File: src/rtl/floo_link_pkg.sv
// Shared widths and types for the inter-tile elastic link stage.
// Default payload widths come from the narrow/wide flit payload types.
package floo_link_pkg;

    typedef logic [63:0]  floo_req_payload_t;
    typedef logic [63:0]  floo_rsp_payload_t;
    typedef logic [575:0] floo_wide_payload_t;

    localparam int unsigned DefaultReqWidth  = $bits(floo_req_payload_t);
    localparam int unsigned DefaultRspWidth  = $bits(floo_rsp_payload_t);
    localparam int unsigned DefaultWideWidth = $bits(floo_wide_payload_t);
    localparam int unsigned DefaultCntWidth  = 32;

    typedef logic [DefaultCntWidth-1:0] link_cnt_t;

endpackage

File: src/rtl/floo_link_fifo.sv
// One link channel: registered-output FIFO with no fall-through path, plus an optional
// saturating pop counter built only when FLOO_LINK_PERF_EN is defined.
module floo_link_fifo #(
    parameter int unsigned Width    = 64,
    parameter int unsigned Depth    = 2,
    parameter int unsigned CntWidth = 32
) (
    input  logic                clk_i,
    input  logic                rst_i,
    input  logic                valid_i,
    output logic                ready_o,
    input  logic [Width-1:0]    data_i,
    output logic                valid_o,
    input  logic                ready_i,
    output logic [Width-1:0]    data_o,
    output logic                empty_o,
    input  logic                cnt_clear_i,
    output logic [CntWidth-1:0] cnt_o
);

    localparam int unsigned PtrWidth   = (Depth > 1) ? $clog2(Depth) : 1;
    localparam int unsigned CountWidth = $clog2(Depth + 1);
    localparam logic [PtrWidth-1:0]   LastPtr   = PtrWidth'(Depth - 1);
    localparam logic [CountWidth-1:0] FullCount = CountWidth'(Depth);

    if (Depth < 2) begin : gen_depth_check
        $error("floo_link_fifo: Depth must be at least 2");
    end

    logic [Width-1:0]      mem_q [Depth];
    logic [PtrWidth-1:0]   rptr_q, rptr_d;
    logic [PtrWidth-1:0]   wptr_q, wptr_d;
    logic [CountWidth-1:0] count_q, count_d;
    logic                  push, pop, full;

    assign full    = (count_q == FullCount);
    // Held low during reset so the upstream tile cannot push into a clearing stage.
    assign ready_o = ~full & ~rst_i;
    assign valid_o = (count_q != '0);
    assign empty_o = (count_q == '0);
    assign data_o  = mem_q[rptr_q];

    assign push = valid_i & ready_o;
    assign pop  = valid_o & ready_i;

    always_comb begin
        rptr_d  = rptr_q;
        wptr_d  = wptr_q;
        count_d = count_q;
        if (pop) begin
            rptr_d = (rptr_q == LastPtr) ? '0 : rptr_q + PtrWidth'(1);
        end
        if (push) begin
            wptr_d = (wptr_q == LastPtr) ? '0 : wptr_q + PtrWidth'(1);
        end
        case ({push, pop})
            2'b10:   count_d = count_q + CountWidth'(1);
            2'b01:   count_d = count_q - CountWidth'(1);
            default: count_d = count_q;
        endcase
    end

    always_ff @(posedge clk_i or posedge rst_i) begin
        if (rst_i) begin
            rptr_q  <= '0;
            wptr_q  <= '0;
            count_q <= '0;
        end else begin
            rptr_q  <= rptr_d;
            wptr_q  <= wptr_d;
            count_q <= count_d;
        end
    end

    // Payload storage carries no reset.
    always_ff @(posedge clk_i) begin
        if (push) begin
            mem_q[wptr_q] <= data_i;
        end
    end

`ifdef FLOO_LINK_PERF_EN
    logic [CntWidth-1:0] cnt_q;

    always_ff @(posedge clk_i or posedge rst_i) begin
        if (rst_i) begin
            cnt_q <= '0;
        end else if (cnt_clear_i) begin
            cnt_q <= '0;
        end else if (pop && (cnt_q != '1)) begin
            cnt_q <= cnt_q + CntWidth'(1);
        end
    end

    assign cnt_o = cnt_q;
`else
    logic unused_cnt_clear;
    assign unused_cnt_clear = cnt_clear_i;
    assign cnt_o            = '0;
`endif

endmodule

File: src/rtl/floo_tile_link_buffer.sv
// Elastic link stage between two adjacent tiles: req and wide flow A->B, rsp flows B->A.
// Per-channel pop counters are present only when FLOO_LINK_PERF_EN is defined.
module floo_tile_link_buffer
    import floo_link_pkg::*;
#(
    parameter int unsigned ReqWidth  = DefaultReqWidth,
    parameter int unsigned RspWidth  = DefaultRspWidth,
    parameter int unsigned WideWidth = DefaultWideWidth,
    parameter int unsigned Depth     = 2,
    parameter int unsigned CntWidth  = DefaultCntWidth
) (
    input  logic                 clk_i,
    input  logic                 rst_i,
    input  logic                 req_valid_i,
    output logic                 req_ready_o,
    input  logic [ReqWidth-1:0]  req_data_i,
    output logic                 req_valid_o,
    input  logic                 req_ready_i,
    output logic [ReqWidth-1:0]  req_data_o,
    input  logic                 rsp_valid_i,
    output logic                 rsp_ready_o,
    input  logic [RspWidth-1:0]  rsp_data_i,
    output logic                 rsp_valid_o,
    input  logic                 rsp_ready_i,
    output logic [RspWidth-1:0]  rsp_data_o,
    input  logic                 wide_valid_i,
    output logic                 wide_ready_o,
    input  logic [WideWidth-1:0] wide_data_i,
    output logic                 wide_valid_o,
    input  logic                 wide_ready_i,
    output logic [WideWidth-1:0] wide_data_o,
    output logic                 idle_o,
    input  logic                 cnt_clear_i,
    output logic [CntWidth-1:0]  req_cnt_o,
    output logic [CntWidth-1:0]  rsp_cnt_o,
    output logic [CntWidth-1:0]  wide_cnt_o
);

    logic req_empty, rsp_empty, wide_empty;

    floo_link_fifo #(
        .Width    (ReqWidth),
        .Depth    (Depth),
        .CntWidth (CntWidth)
    ) u_req_fifo (
        .clk_i       (clk_i),
        .rst_i       (rst_i),
        .valid_i     (req_valid_i),
        .ready_o     (req_ready_o),
        .data_i      (req_data_i),
        .valid_o     (req_valid_o),
        .ready_i     (req_ready_i),
        .data_o      (req_data_o),
        .empty_o     (req_empty),
        .cnt_clear_i (cnt_clear_i),
        .cnt_o       (req_cnt_o)
    );

    // Response path runs from tile B back toward tile A.
    floo_link_fifo #(
        .Width    (RspWidth),
        .Depth    (Depth),
        .CntWidth (CntWidth)
    ) u_rsp_fifo (
        .clk_i       (clk_i),
        .rst_i       (rst_i),
        .valid_i     (rsp_valid_i),
        .ready_o     (rsp_ready_o),
        .data_i      (rsp_data_i),
        .valid_o     (rsp_valid_o),
        .ready_i     (rsp_ready_i),
        .data_o      (rsp_data_o),
        .empty_o     (rsp_empty),
        .cnt_clear_i (cnt_clear_i),
        .cnt_o       (rsp_cnt_o)
    );

    floo_link_fifo #(
        .Width    (WideWidth),
        .Depth    (Depth),
        .CntWidth (CntWidth)
    ) u_wide_fifo (
        .clk_i       (clk_i),
        .rst_i       (rst_i),
        .valid_i     (wide_valid_i),
        .ready_o     (wide_ready_o),
        .data_i      (wide_data_i),
        .valid_o     (wide_valid_o),
        .ready_i     (wide_ready_i),
        .data_o      (wide_data_o),
        .empty_o     (wide_empty),
        .cnt_clear_i (cnt_clear_i),
        .cnt_o       (wide_cnt_o)
    );

    assign idle_o = req_empty & rsp_empty & wide_empty;

endmodule

File: config.mk
export PLATFORM = sky130hd
export DESIGN_NAME = floo_tile_link_buffer
export DESIGN_NICKNAME = d
export VERILOG_FILES = /design/src/rtl/floo_link_pkg.sv /design/src/rtl/floo_link_fifo.sv /design/src/rtl/floo_tile_link_buffer.sv
export SDC_FILE = /design/constraint.sdc
export NUM_CORES = 1
export LEC_CHECK = 0
export CORE_AREA = 2 2 600 602
export CTS_CLUSTER_DIAMETER = 80
export CTS_CLUSTER_SIZE = 14
export DETAILED_ROUTE_END_ITERATION = 10
export DIE_AREA = 0 0 602 604
export MAX_ROUTING_LAYER = met4
export SYNTH_ARGS = -nofsm -noshare
export SYNTH_HDL_FRONTEND = slang
export SYNTH_SLANG_ARGS = --single-unit
File: constraint.sdc
create_clock -name clk_i -period 28.6 [get_ports clk_i]
set_input_delay 5.72 -clock clk_i [delete_from_list [all_inputs] [get_ports clk_i]]
set_output_delay 5.72 -clock clk_i [all_outputs]
set_load 0.02 [all_outputs]
# == Yosys cells after proc, flatten, opt, wreduce, memory -nomap -nowiden ==
# Memory sizes are Yosys's and may differ from the RTL's.
# Cells that the tools add are included.
# word_totals
register_bits,12
mem_bits_rw,1408
out_inout_bits,807
memories,3
# op_classes
add_sub_neg,12
eq_ne,9
muxes,15
n_bitwise,15
reduce_logical,9
# memory_table
name,depth,width,read_ports,rd_clocked_by_memory_dff,wr,line_no,source
u_wide_fifo.mem_q,2,576,1,0,1,floo_link_fifo.sv:30,logic [Width-1:0] mem_q [Depth];
u_req_fifo.mem_q,2,64,1,0,1,floo_link_fifo.sv:30,
u_rsp_fifo.mem_q,2,64,1,0,1,floo_link_fifo.sv:30,
# op_table
op,count
== test 2 bit (second input constant),6
2-to-1 mux 1 bit,12
case mux 2 bit (2 select lines),3
nonzero test 2 bit,6
bitwise AND 1 bit,11
adder 1 bit (second input constant),6
adder 2 x 1 -> 2 bit (second input constant),3
== test 2 x 1 -> 1 bit (second input constant),3
logical NOT 2 bit,3
subtractor 2 x 1 -> 2 bit (second input constant),3
inverter 1 bit,4

# == Depth between registers and ports, before layout ==
# logic_depth
word_depth,6
depth_mapped,6
depth_no_buf,6

# == Hierarchy ==
# A second synthesis with hierarchy kept.
# hier_totals
cells_unflattened,2353
hier_area_um2,52810.6
# by_module_without_submodules
module,instances,cells_per_inst,area_per_inst_um2,seq_area_each_um2
floo_link_fifo (u_wide_fifo),1,1846,42231.8,34693.3
floo_link_fifo (u_req_fifo ...),2,253,5286.3,3943.8
floo_tile_link_buffer,1,1,6.3,0.0

# == Least setup slack after synthesis ==
# OpenSTA, ideal clock, no wires.
# synth_timing
path_kind,input-to-reg
startpoint,in rst_i
endpoint,"mem u_wide_fifo.mem_q[0][0] (netlist name), enable pin"
setup_time_ns,1.533
arrival_ns,30.183
slack_ns,-3.116
path_stages,3
cell_sequence,inv_1 > nand3_1 > nor2_1
# synth_via
elab_chain_len,5
# synth_rtl
element,line_no,source
"start, declared",floo_tile_link_buffer.sv:13,"input logic rst_i,"
inverter 1 bit,floo_link_fifo.sv:38,assign ready_o = ~full & ~rst_i;
bitwise AND 1 bit,floo_link_fifo.sv:38,
bitwise AND 1 bit,floo_link_fifo.sv:43,assign push = valid_i & ready_o;
2-to-1 mux 1 bit,floo_link_fifo.sv:77,if (push) begin
2-to-1 mux 1 bit (implied by the code),floo_link_fifo.sv:78,mem_q[wptr_q] <= data_i;
"end, declared",floo_link_fifo.sv:30,
# Every way passes these cells.

# == Worst setup path in the final report ==
# layout_timing
startpoint,in rst_i
endpoint,out rsp_ready_o
# layout_via
elab_chain_len,2
# layout_rtl
element,line_no,source
inverter 1 bit,floo_link_fifo.sv:38,
bitwise AND 1 bit,floo_link_fifo.sv:38,
"end, declared",floo_tile_link_buffer.sv:21,"output logic rsp_ready_o,"
# Every way passes these cells.

==> key figures <==
Drt
  • DR WL/cell: 26.8 um
  • DR iter-0 viols: 2,214
  • TritonRoute pass-1 iters: 5
  • DRC: 0
  • Routed via count: 28,800
  • DRT antenna net count: 0
  • Vias per inst: 3.30
  • Drt total wl: 234 mm

Cells and area
  • Final Instance Area: 75,400 um2
  • Final net count: 4,564
  • Area Growth Syn to Fin: 44.1%
  • Share of post-route cells with drive strength above 1: 0.229

Synthesis
  • Post-synth top flop: edfxtp_1
  • Post-Syn Instances: 2,346
  • Avg Cell Area, Syn: 22.3 um2
  • Dominant cell type by area after synthesis: edfxtp_1
  • Post-synth cell types: 20
  • Synthesized flop and latch total: 1,420
  • Post-synthesis instance area: 52,300 um2
  • Syn. warnings: 0
  • Synth top area share: 0.808
  • Post-synth ARST share: 0.00845
  • Top cells by count, synth: edfxtp_1, mux2_2, buf_4
  • Count leader, synth: edfxtp_1
  • Seq/Total Area, Yosys: 0.814
  • Ranking of synthesized cells by area: edfxtp_1, mux2_2, buf_4
  • Post-synth EDFFs: 1,408

Worst setup path
  • Crit end category: primary output
  • CP Launch Point: rst_i
  • Max stage delay on crit path: 720 ps
  • Crit path DAT: 7940 ps
  • R2r startpoint: u_wide_fifo.count_q[0]$_DFFE_PP0P_
  • WP depth: 5
  • CP Buf/Inv Count: 4
  • Critical path, cell by cell: clkdlybuf4s50_1 -> inv_1 -> buf_4 -> and2_1 -> clkdlybuf4s50_1
  • Slowest-stage cell, CP: clkdlybuf4s50_1
  • CP top delay family: buffers and inverters
  • WP data required: 22,880 ps
  • R2r worst-path depth: 9
  • R2R setup slack: 22,670 ps
  • Worst setup path end: rsp_ready_o
  • Worst setup SP type: primary input
  • Most frequent cell on the critical path: clkdlybuf4s50_1
  • CP Class: primary input to primary output
  • Reg2reg end: u_wide_fifo.mem_q[0][149]$_DFFE_PP_
  • CP Max Fanout: 11

Timing
  • Final Hold Vio Count: 0
  • Slew HR: 0.245
  • Final Max Tran Viols: 0
  • Tmin final: 13,660 ps
  • Final Skew: 42.7 ps
  • Unrepaired setup endpoints after global routing: no
  • Fmax: 0.0732 GHz
  • Final setup violation count: 0
  • Min Hold Slack: 507 ps
  • Final Cycle Share: 0.478
  • Tightest Pin Transition: 1130 ps

Die
  • Top-level port count: 1,520
  • Row cnt: 220
  • Die X-Extent: 602 um
  • Die area: 364,000 um2
  • Starting Density: 0.146
  • Die Height: 604 um
  • Core ar.: 358,000 um2

Clock network
  • Postcts setup bufs: 0
  • Hold buffers post-CTS: 0
  • Clock H-tree levels: 3
  • CTS max path bufs: 4
  • Clock Sinks: 1,420
  • Clock-pin slew of the registers on the worst-case setup and hold paths: 60 ps
  • Clk root buf: clkbuf_16
  • CTS tree: built
  • CTS Buf Count: 123
  • Cts repair resizes: 0
  • Clk_lat worst skew: 870 ps

Global routing
  • Initial antenna violation count: 205
  • Vias in the first global route: 29,000
  • Largest net degree at the start of global routing: 151
  • Remaining global-route overflow: 0
  • First-pass GRT wire length: 293 mm
  • GRT Total Usage: 0.126

Worst hold path
  • Type of the most critical hold path: flip-flop to flip-flop

Power and ir drop
  • Pleak: 23.7 nW
  • Power Density: 90.6 nW/um2
  • Worst vdd ir: 0.0655 mV

Run status
  • Status: finished clean

Job
  • Max Cap Viol: 0

Placed design
  • IO Port Bufs: 1,422
  • Final HPWL DP: 190 mm
  • Post-placement cell area: 71,700 um2
  • GP Congestion: 0.928
-- cell families (layout without fill, tap and decap cells) --
group / Yosys count / count (layout) / share of synthesized area
xor gates and xnor gates: 15 / 15 / 0.00251
adders and majority gates: 3 / 3 / 0.000717
buffers and inverters: 177 / 1640 / 0.0291
DFF: 1420 / 1420 / 0.814
muxes: 704 / 704 / 0.151
other: 1 / 159 / 0.0000716
and+or+nand+nor: 26 / 26 / 0.00261
-- cell usage in the layout (no fill, tap or decap), types with 9 or more instances in the layout --
cell             instances
clkbuf_1                35
edfxtp_1              1408
clkdlybuf4s50_1       1422
diode_2                 63
conb_1                  96
xnor2_1                  9
clkbuf_16              123
mux2_2                 704
dfrtp_1                  9
buf_4                   32
-- registers in the layout, summed over array words and instances, names as in the netlist, 2 cells and up --
name                 cells
u_wide_fifo.mem_q     1152
u_req_fifo.mem_q       128
u_rsp_fifo.mem_q       128
u_req_fifo.count_q       2
u_rsp_fifo.count_q       2
u_wide_fifo.count_q      2
-- metal layers --
metal / part of all wire / track usage / wire length, um
met3: 0.082 / 0.0476 / 19300
met1: 0.34 / 0.119 / 79300
met2: 0.55 / 0.236 / 129000
met5: 0 / - / 0
met4: 0.029 / 0.0345 / 6760
-- worst min path at each step --
stage / startpoint / end / slack [ps] / cells after the start
2_1_floorplan: u_rsp_fifo.count_q[1]$_DFFE_PP0P_ / u_rsp_fifo.count_q[1]$_DFFE_PP0P_ / 460 / 1
3_3_place_gp: u_wide_fifo.count_q[1]$_DFFE_PP0P_ / u_wide_fifo.count_q[1]$_DFFE_PP0P_ / 480 / 1
3_5_place_dp: u_rsp_fifo.count_q[1]$_DFFE_PP0P_ / u_rsp_fifo.count_q[1]$_DFFE_PP0P_ / 500 / 1
4_1_cts: u_rsp_fifo.count_q[1]$_DFFE_PP0P_ / u_rsp_fifo.count_q[1]$_DFFE_PP0P_ / 510 / 1
5_1_grt: u_wide_fifo.count_q[1]$_DFFE_PP0P_ / u_wide_fifo.count_q[1]$_DFFE_PP0P_ / 540 / 1
6_report: u_rsp_fifo.count_q[1]$_DFFE_PP0P_ / u_rsp_fifo.count_q[1]$_DFFE_PP0P_ / 510 / 1
-- stage by stage --
stage	setup slack, ps	std cells	total power, mW	TNS (ps)	utilization
after global routing	14740	8733	7.08	0	0.211
after global placement	14700	8496	5.32	0	0.201
final	14940	8740	6.83	0	0.211
after CTS	14690	8677	6.95	0	0.210
after detailed placement	14690	8496	5.33	0	0.201
after floorplan	-3120	2441	4.26	-3589410	-
-- cell type report --
type	instances	area (um2)
antenna	63	158
clock buffer	159	3220
clock inverter	22	307
fill	37400	282000
inverter	3	11.3
multi-input combinational	844	8630
sequential	1420	42600
tap	4773	5970
timing repair buffer	1456	14500
-- where the power goes --
part           switching [mW]  total [mW]  internal (mW)  leakage (nW)
Combinational            1.44        2.56           1.12          8.96
Clock                   0.764        1.59          0.824          1.71
Sequential              0.101        2.69           2.58          13.0
No activity file was read; power rests on OpenSTA's default activity.
